`config.mk`:
```
export PLATFORM = sky130hd
export DESIGN_NAME = rand_delay_gen_flat
export DESIGN_NICKNAME = d
export VERILOG_FILES = /design/src/rtl/rand_delay_gen_if.sv /design/src/rtl/rand_delay_gen.sv /design/src/flat_wrapper.sv
export SDC_FILE = /design/constraint.sdc
export NUM_CORES = 1
export LEC_CHECK = 0
export ABC_AREA = 1
export ABC_CLOCK_PERIOD_IN_PS = 1700
export CAP_MARGIN = 0
export CELL_PAD_IN_SITES_DETAIL_PLACEMENT = 0
export CELL_PAD_IN_SITES_GLOBAL_PLACEMENT = 1
export CORE_UTILIZATION = 42
export DETAILED_ROUTE_END_ITERATION = 12
export PLACE_DENSITY_LB_ADDON = 0.1
export SLEW_MARGIN = 20
export SYNTH_ARGS = -nofsm -noshare
export SYNTH_HDL_FRONTEND = slang
export SYNTH_SLANG_ARGS = --single-unit
```
`constraint.sdc`:
```
create_clock -name clk -period 1.7 [get_ports clk]
set_input_delay 0.34 -clock clk [delete_from_list [all_inputs] [get_ports clk]]
set_output_delay 0.34 -clock clk [all_outputs]
set_load 0.005 [all_outputs]
```
`src/rtl/rand_delay_gen_if.sv`:
```
// rtl/rand_delay_gen_if.sv - handshake bundle between the game control FSM and the random delay timer
interface rand_delay_gen_if #(
    parameter int DW = 16
);
    logic          rand_en;
    logic          rand_rst;
    logic          rand_tick;
    logic          busy;
    logic          done;
    logic [DW-1:0] delay_ms;
    logic [DW-1:0] ms_remaining;

    modport master (
        output rand_en,
        output rand_rst,
        input  rand_tick,
        input  busy,
        input  done,
        input  delay_ms,
        input  ms_remaining
    );

    modport slave (
        input  rand_en,
        input  rand_rst,
        output rand_tick,
        output busy,
        output done,
        output delay_ms,
        output ms_remaining
    );
endinterface

```
`src/rtl/rand_delay_gen.sv`:
```
// rtl/rand_delay_gen.sv - random-interval millisecond timer producing a one-cycle rand_tick
module rand_delay_gen #(
    parameter int          CLK_HZ     = 100_000_000,
    parameter int          MIN_MS     = 1000,
    parameter int          RANGE_LOG2 = 12,
    parameter logic [15:0] LFSR_SEED  = 16'hACE1,
    parameter int          DW         = 16
) (
    input  logic              clk,
    input  logic              rst_n,
    rand_delay_gen_if.slave   tif
);
    localparam int             TPM     = CLK_HZ / 1000;
    localparam int             PW      = (TPM > 1) ? $clog2(TPM) : 1;
    localparam logic [PW-1:0]  PRE_MAX = PW'(TPM - 1);
    localparam logic [DW-1:0]  MIN_D   = DW'(MIN_MS);
    // An all-zero seed would lock the LFSR up permanently
    localparam logic [15:0]    SEED    = (LFSR_SEED == 16'h0000) ? 16'h0001 : LFSR_SEED;

    typedef enum logic [2:0] {
        S_IDLE,
        S_LOAD,
        S_COUNT,
        S_FIRE,
        S_DONE
    } state_t;

    state_t        state_q, state_d;
    logic [15:0]   lfsr_q, lfsr_d;
    logic [PW-1:0] pre_q, pre_d;
    logic [DW-1:0] remaining_q, remaining_d;
    logic [DW-1:0] delay_ms_q, delay_ms_d;
    logic [DW-1:0] offset;
    logic [DW-1:0] load_val;
    logic          strobe;

    always_ff @(posedge clk or negedge rst_n) begin
        if (!rst_n) begin
            state_q     <= S_IDLE;
            lfsr_q      <= SEED;
            pre_q       <= '0;
            remaining_q <= '0;
            delay_ms_q  <= '0;
        end else begin
            state_q     <= state_d;
            lfsr_q      <= lfsr_d;
            pre_q       <= pre_d;
            remaining_q <= remaining_d;
            delay_ms_q  <= delay_ms_d;
        end
    end

    // Free-running so the drawn delay depends on when the player pressed start
    always_comb begin
        lfsr_d = {lfsr_q[14:0], lfsr_q[15] ^ lfsr_q[13] ^ lfsr_q[12] ^ lfsr_q[10]};
    end

    always_comb begin
        offset                   = '0;
        offset[RANGE_LOG2-1:0]   = lfsr_q[RANGE_LOG2-1:0];
        load_val                 = MIN_D + offset;
        strobe                   = (state_q == S_COUNT) && tif.rand_en && (pre_q == PRE_MAX);
    end

    always_comb begin
        state_d     = state_q;
        pre_d       = pre_q;
        remaining_d = remaining_q;
        delay_ms_d  = delay_ms_q;

        if (tif.rand_rst) begin
            state_d     = S_IDLE;
            pre_d       = '0;
            remaining_d = '0;
        end else begin
            unique case (state_q)
                S_IDLE: begin
                    if (tif.rand_en) begin
                        state_d = S_LOAD;
                    end
                end
                S_LOAD: begin
                    remaining_d = load_val;
                    delay_ms_d  = load_val;
                    pre_d       = '0;
                    state_d     = S_COUNT;
                end
                S_COUNT: begin
                    if (strobe) begin
                        pre_d = '0;
                        // <= 1 rather than == 1 so a zero delay fires instead of wrapping
                        if (remaining_q <= DW'(1)) begin
                            remaining_d = '0;
                            state_d     = S_FIRE;
                        end else begin
                            remaining_d = remaining_q - DW'(1);
                        end
                    end else if (tif.rand_en) begin
                        pre_d = pre_q + PW'(1);
                    end
                end
                S_FIRE: begin
                    state_d = S_DONE;
                end
                S_DONE: begin
                    state_d = S_DONE;
                end
                default: begin
                    state_d = S_IDLE;
                end
            endcase
        end
    end

    always_comb begin
        tif.rand_tick    = (state_q == S_FIRE);
        tif.busy         = (state_q == S_LOAD) || (state_q == S_COUNT) || (state_q == S_FIRE);
        tif.done         = (state_q == S_DONE);
        tif.delay_ms     = delay_ms_q;
        tif.ms_remaining = remaining_q;
    end
endmodule

```
`src/flat_wrapper.sv`:
```
// flat-port wrapper written by rule: the top's interface ports become plain ports
module rand_delay_gen_flat 
#(
    parameter int          CLK_HZ     = 100_000_000,
    parameter int          MIN_MS     = 1000,
    parameter int          RANGE_LOG2 = 12,
    parameter logic [15:0] LFSR_SEED  = 16'hACE1,
    parameter int          DW         = 16
)
  (clk, rst_n, tif_rand_en, tif_rand_rst, tif_rand_tick, tif_busy, tif_done, tif_delay_ms, tif_ms_remaining);
  rand_delay_gen_if #(.DW(DW)) tif_i ();
  input  logic clk;
  input  logic rst_n;
  input wire logic [$bits(tif_i.rand_en)-1:0] tif_rand_en;
  input wire logic [$bits(tif_i.rand_rst)-1:0] tif_rand_rst;
  output wire logic [$bits(tif_i.rand_tick)-1:0] tif_rand_tick;
  output wire logic [$bits(tif_i.busy)-1:0] tif_busy;
  output wire logic [$bits(tif_i.done)-1:0] tif_done;
  output wire logic [$bits(tif_i.delay_ms)-1:0] tif_delay_ms;
  output wire logic [$bits(tif_i.ms_remaining)-1:0] tif_ms_remaining;
  assign tif_i.rand_en = tif_rand_en;
  assign tif_i.rand_rst = tif_rand_rst;
  assign tif_rand_tick = tif_i.rand_tick;
  assign tif_busy = tif_i.busy;
  assign tif_done = tif_i.done;
  assign tif_delay_ms = tif_i.delay_ms;
  assign tif_ms_remaining = tif_i.ms_remaining;
  rand_delay_gen #(.CLK_HZ(CLK_HZ), .MIN_MS(MIN_MS), .RANGE_LOG2(RANGE_LOG2), .LFSR_SEED(LFSR_SEED), .DW(DW)) u_core (.clk(clk), .rst_n(rst_n), .tif(tif_i));
endmodule
```
== Word level (Yosys, flattened, before mapping) ==
Cells that the tools add are included.

* Equality and inequality tests: 9
* Bitwise gates (word level): 4
* Reductions and logical operators: 11
* $lt $le $gt $ge: 1
* $add $sub $neg: 3
* Mux-type cells: 13

{| class="wikitable"
|+ Operators with widths
! cell !! count
|-
| $mux 17 || 3
|-
| $mux 16 || 3
|-
| $pmux 17 s2 || 1
|-
| $pmux 16 s2 || 1
|-
| $add 17x1->17 const B || 1
|-
| $eq 17x17->1 const B || 1
|-
| $le 16x1->1 const B || 1
|-
| $sub 16x1->16 const B || 1
|-
| $add 10x12->13 const A || 1
|-
| $mux 3 || 4
|-
| $pmux 3 s4 || 1
|-
| $eq 3x2->1 const B || 2
|-
| $ne 3x2->1 const B || 2
|-
| $reduce_and 2->1 || 3
|-
| $ne 4x3->1 const B || 1
|-
| $eq 3x1->1 const B || 1
|-
| $eq 3x3->1 const B || 1
|-
| $logic_not 3->1 || 1
|-
| $ne 3x3->1 const B || 1
|-
| $reduce_and 3->1 || 1
|-
| $reduce_bool 3->1 || 1
|-
| $xor 1x1->1 || 3
|-
| $logic_and 1x1->1 || 2
|-
| $logic_or 1x1->1 || 2
|-
| other kinds (2) || 2
|}

* Word-level logic and storage cells: 46
* Bits of input ports: 4
* Flip-flop bits (word level): 68

== Logic depth before layout (Yosys ltp) ==
Gate-level depths: netlist of the first run.

* Depth in word-level cells: 6
* Mapped depth: 11

== Worst setup path after synthesis of the first run ==
Ideal clock, no wire load.

* Path type: register to register
* From: reg u_core.remaining_q[0], in the netlist u_core.tif.ms_remaining[0]
* To: reg u_core.remaining_q[12], in the netlist u_core.tif.ms_remaining[12]
* Setup slack: 0.206 ns
* Arrival: 1.378 ns
* Cell stages (with the launch flop): 10
* Cells stage by stage: dfrtp_1 > inv_1 > ha_1 > nand2_2 > nand2_1 > nand3_2 > nand2_1 > o21ai_0 > nand2_1 > nand2_1

* Longest elaborated chain between the ends: 5
* Elaborated cells between the ends (all ways): 6

{| class="wikitable"
|+ Ends and longest elaborated chain
! element !! RTL line !! text
|-
| start: declaration || rand_delay_gen.sv:31 || <nowiki>logic [DW-1:0] remaining_q, remaining_d;</nowiki>
|-
| start signal: assignment || rand_delay_gen.sv:48 || <nowiki>remaining_q <= remaining_d;</nowiki>
|-
| $sub 16x1->16 or $le 16x1->1 (tied branches) || rand_delay_gen.sv:96, rand_delay_gen.sv:92 ||
|-
| $mux 16 (*) || rand_delay_gen.sv:92 || <nowiki>if (remaining_q <= DW'(1)) begin</nowiki>
|-
| $mux 16 (*) || rand_delay_gen.sv:89 || <nowiki>if (strobe) begin</nowiki>
|-
| $pmux 16 s2 (*) || rand_delay_gen.sv:76 || <nowiki>unique case (state_q)</nowiki>
|-
| $mux 16 (*) || rand_delay_gen.sv:71 || <nowiki>if (tif.rand_rst) begin</nowiki>
|}

Mark *: on every way between the ends. The rest lies on a longest branch, timed or not. The select of a mux whose other input is x is not followed.
A chain may end at the register's enable or synchronous reset.

== Worst setup path after layout of the first run ==
* From: reg u_core.state_q[0]
* To: out tif_busy

* Longest elaborated chain between the ends: 3
* Elaborated cells between the ends (all ways): 5

{| class="wikitable"
|+ Ends and longest elaborated chain
! element !! RTL line !! text
|-
| start: declaration || rand_delay_gen.sv:28 || <nowiki>state_t state_q, state_d;</nowiki>
|-
| start signal: assignment || rand_delay_gen.sv:45 || <nowiki>state_q <= state_d;</nowiki>
|-
| $eq 3x1->1 or $eq 3x2->1 (tied branches) || rand_delay_gen.sv:117 || <nowiki>tif.busy = (state_q == S_LOAD) || (state_q == S_COUNT) || (state_q == S_FIRE);</nowiki>
|-
| $logic_or 1x1->1 || rand_delay_gen.sv:117 ||
|-
| $logic_or 1x1->1 (*) || rand_delay_gen.sv:117 ||
|-
| end: declaration || flat_wrapper.sv:17 || <nowiki>output wire logic [$bits(tif_i.busy)-1:0] tif_busy;</nowiki>
|}

Mark *: on every way between the ends. The rest lies on a longest branch, timed or not.

==> results.py, run 1 <==
metrics = {
    "sta": {
        "fin_hold_ws_ps": 376,
        "finalCritPeriodShare_pct": 98.0,
        "rsz0062_at_grt": "true",
        "fmax_mhz": 600,
        "maxSlewViolCount": 0,
        "fin_skew_ps": 13.2,
        "period_needed_ps": 1670,
        "setup_violations": 0,
        "hold_violations": 0,
    },
    "pwr": {
        "power_leakage_nw": 2.54,
        "power_density_mw_per_mm2": 1310,
        "ir_worst_vdd_uv": 546,
    },
    "critical_path": {
        "worstSetupEndpointType": "primary output",
        "required_ps": 1360,
        "crit_path_cell_trace": "buf_4, nor2_4, nor2_1, dlygate4sd2_1",
        "crit_start": "u_core.state_q[0]$_DFFE_PN0P_",
        "slowest_delay_ps": 410,
        "cp_top_family": "buffers and inverters",
        "reg2reg_from": "u_core.state_q[0]$_DFFE_PN0P_",
        "cp_max_fo": 3,
        "path_buf_inv": 2,
        "critPathLaunchType": "register",
        "worstSetupPathType": "register to primary output",
        "arrival_ps": 1330,
        "cpMaxStageDelayCell": "dfrtp_1",
    },
    "synthesis": {
        "synth.avg_cell_area_um2": 7.66,
        "synth_warnings": 0,
        "ys_ff_latch": 65,
        "yosysMostFrequentCell": "nand2_1",
        "synth_edf_count": 0,
        "ys_types": 38,
        "async_reset_ff_share_pct": 100,
        "synth_top_area_share_pct": 39.0,
        "synth.area.top_cells": "dfrtp_1 (39%), nand2_1 (15%), nor2_1 (7.0%)",
        "ys.flop_type": "dfrtp_1",
        "seq_area_frac_synth_pct": 44.8,
        "yosysTopAreaCell": "dfrtp_1",
        "syn_area_mm2": 0.00365,
        "yosys-top-cells-count": "nand2_1 (143), nor2_1 (68), dfrtp_1 (57)",
        "syn_inst": 477,
    },
    "cts": {
        "clock_latency_ps": 360,
        "cts_inserted_buffers": 9,
        "clkSinkCount": 65,
        "cts-root-buf": "clkbuf_8",
        "clockBufferDepth": 2,
        "htreeDepth": 3,
        "cts.clk_slew.worst_paths_ps": 90,
        "cts_tree": "done",
    },
    "layout": {
        "area_growth_pct": 35.8,
        "fillCellCount": 759,
        "multi_input_area_mm2": 0.00184,
        "diodes": 0,
        "utilization_pct": 59.8,
        "ff_latch_area_mm2": 0.00164,
        "nets": 586,
        "drive_gt1_share_pct": 24.4,
    },
    "global_routing": {
        "antenna_found_initial": 0,
        "grt_pass1_vias": 3146,
        "grt_pass1_wl_um": 15200,
        "groute.usage.overall_pct": 22.3,
        "overflow": 0,
        "grt_max_degree": 66,
    },
    "die": {
        "dieHeight_um": 95.3,
        "die-area_mm2": 0.00908,
        "start_util_pct": 44.0,
        "fp.dieW_um": 95.3,
        "core_area_mm2": 0.00830,
        "num_io_pins": 39,
        "fp-row-count": 33,
    },
    "placement": {
        "gp_routability_congestion": 0.867,
        "portBuffers": 35,
        "place_hpwl_um": 6760,
    },
    "detailed_routing": {
        "vias_per_cell": 4.88,
        "drt-total-wl_um": 9570,
        "route.detailed.drc": 0,
        "antenna_left": 0,
        "vias": 3357,
        "wl_per_cell_um": 13.9,
        "firstDrtPassIters": 5,
        "drt_iter0_drc": 146,
    },
    "job": {
        "drv_cap": 0,
    },
    "worst_hold_path": {
        "hp-start": "u_core.lfsr_q[14]$_DFF_PN0_",
        "hp-class": "register to register",
    },
    "outcome": {
        "run_status": "finished clean",
    },
}
cell usage in the layout (no fill, tap or decap), types with 5 or more instances in the layout:
master and instances:
nand3_4 5, inv_1 45, nand3_1 38, buf_4 52
dfstp_2 8, buf_12 5, o21ai_1 8, nor2_1 60
nor2_2 9, clkbuf_8 9, xnor2_1 6, nand4_1 9
o21ai_0 14, xor2_1 8, a21oi_1 12, nand2_1 142
dlymetal6s2s_1 9, clkdlybuf4s50_1 19, inv_2 6, dfrtp_1 55
per-stage QoR:
step / instances / setup slack (ps) / power (W) / instance area, um^2 / TNS [ps]
finish: 688 / 33.2 / 0.00648 / 4960 / 0
global route: 688 / -13.1 / 0.00693 / 4960 / -22.3
CTS: 677 / 0.367 / 0.00621 / 4720 / 0
detailed placement: 655 / -162 / 0.00475 / 4450 / -4370
global placement: 655 / -90.3 / 0.00473 / 4450 / -2050
floorplan: 479 / 206 / 0.00348 / 3660 / 0
where the power goes:
group	switching [W]	leakage, nW	total [W]	internal (W)
clock	0.000708	0.100	0.00140	0.000690
sequential	0.000168	0.849	0.00191	0.00175
combinational	0.00167	1.59	0.00317	0.00150
total	0.00255	2.54	0.00648	0.00393
sequential cells by signal, summed over array words and instances (netlist names):
register                 count
u_core.lfsr_q               16
u_core.pre_q                17
u_core.state_q               3
u_core.tif.delay_ms         13
u_core.tif.ms_remaining     16
worst register-to-register path, delay by kind of cell, from the launching register on:
kind / cells / cell delay [ps]
DFF: 1 / 410
buffers and inverters: 3 / 350
AOI/OAI and AO/OA: 2 / 150
and+or+nand+nor: 5 / 630
per-layer routing:
layer | track usage (%) | vias to the layer above | wire length, um
li1 | - | 1706 | -
met1 | 27.9 | 1595 | 4260
met2 | 39.3 | 49 | 4910
met3 | 4.31 | 7 | 328
met4 | 5.68 | 0 | 76
met5 | 0 | - | 0
cell families after synthesis:
| group | Yosys count | synth area share (%) |
|---|---|---|
| other | 1 | 0.103 |
| adder cells (fa/ha/maj) | 4 | 1.37 |
| XOR/XNOR | 14 | 3.36 |
| AND/OR/NAND/NOR | 285 | 35.2 |
| flip-flops | 65 | 44.8 |
| AO/OA/AOI/OAI | 42 | 6.47 |
| buffers and inverters | 66 | 8.70 |
final cells by class:
cell class	count	share of cell area [%]
clock inverter	7	1.56
multi-input combinational	349	37.1
clock buffer	9	2.49
tap	105	2.65
inverter	55	4.46
sequential	65	33.0
timing repair buffer	98	18.7
final timing paths:
| check | cells past startpoint | slack, ps | to |
|---|---|---|---|
| max | 4 | 30 | tif_busy |
| max reg2reg | 10 | 60 | u_core.pre_q[16]$_DFFE_PN0P_ |
| min reg2reg | 0 | 380 | u_core.lfsr_q[15]$_DFF_PN1_ |
| max in group asynchronous | 3 | 840 | u_core.lfsr_q[15]$_DFF_PN1_ |
| min | 0 | 380 | u_core.lfsr_q[15]$_DFF_PN1_ |
| min in group asynchronous | 3 | 520 | u_core.tif.delay_ms[7]$_DFFE_PN0P_ |
what timing repair did:
item	in CTS	in global routing
pin swaps	1	12
gates cloned	0	2
endpoints found under the setup margin	9	34
endpoints found under the hold margin	6	0
gates resized for setup	14	42
hold buffers	1	0
setup buffers	5	9
No activity file was read; power rests on OpenSTA's default activity.
==> inputs of run 2 (changes only) <==
- SLEW_MARGIN: 20 -> not set
==> results of run 2 <==
Same layout as run 1: the final DEF is identical, and so are final timing and power.
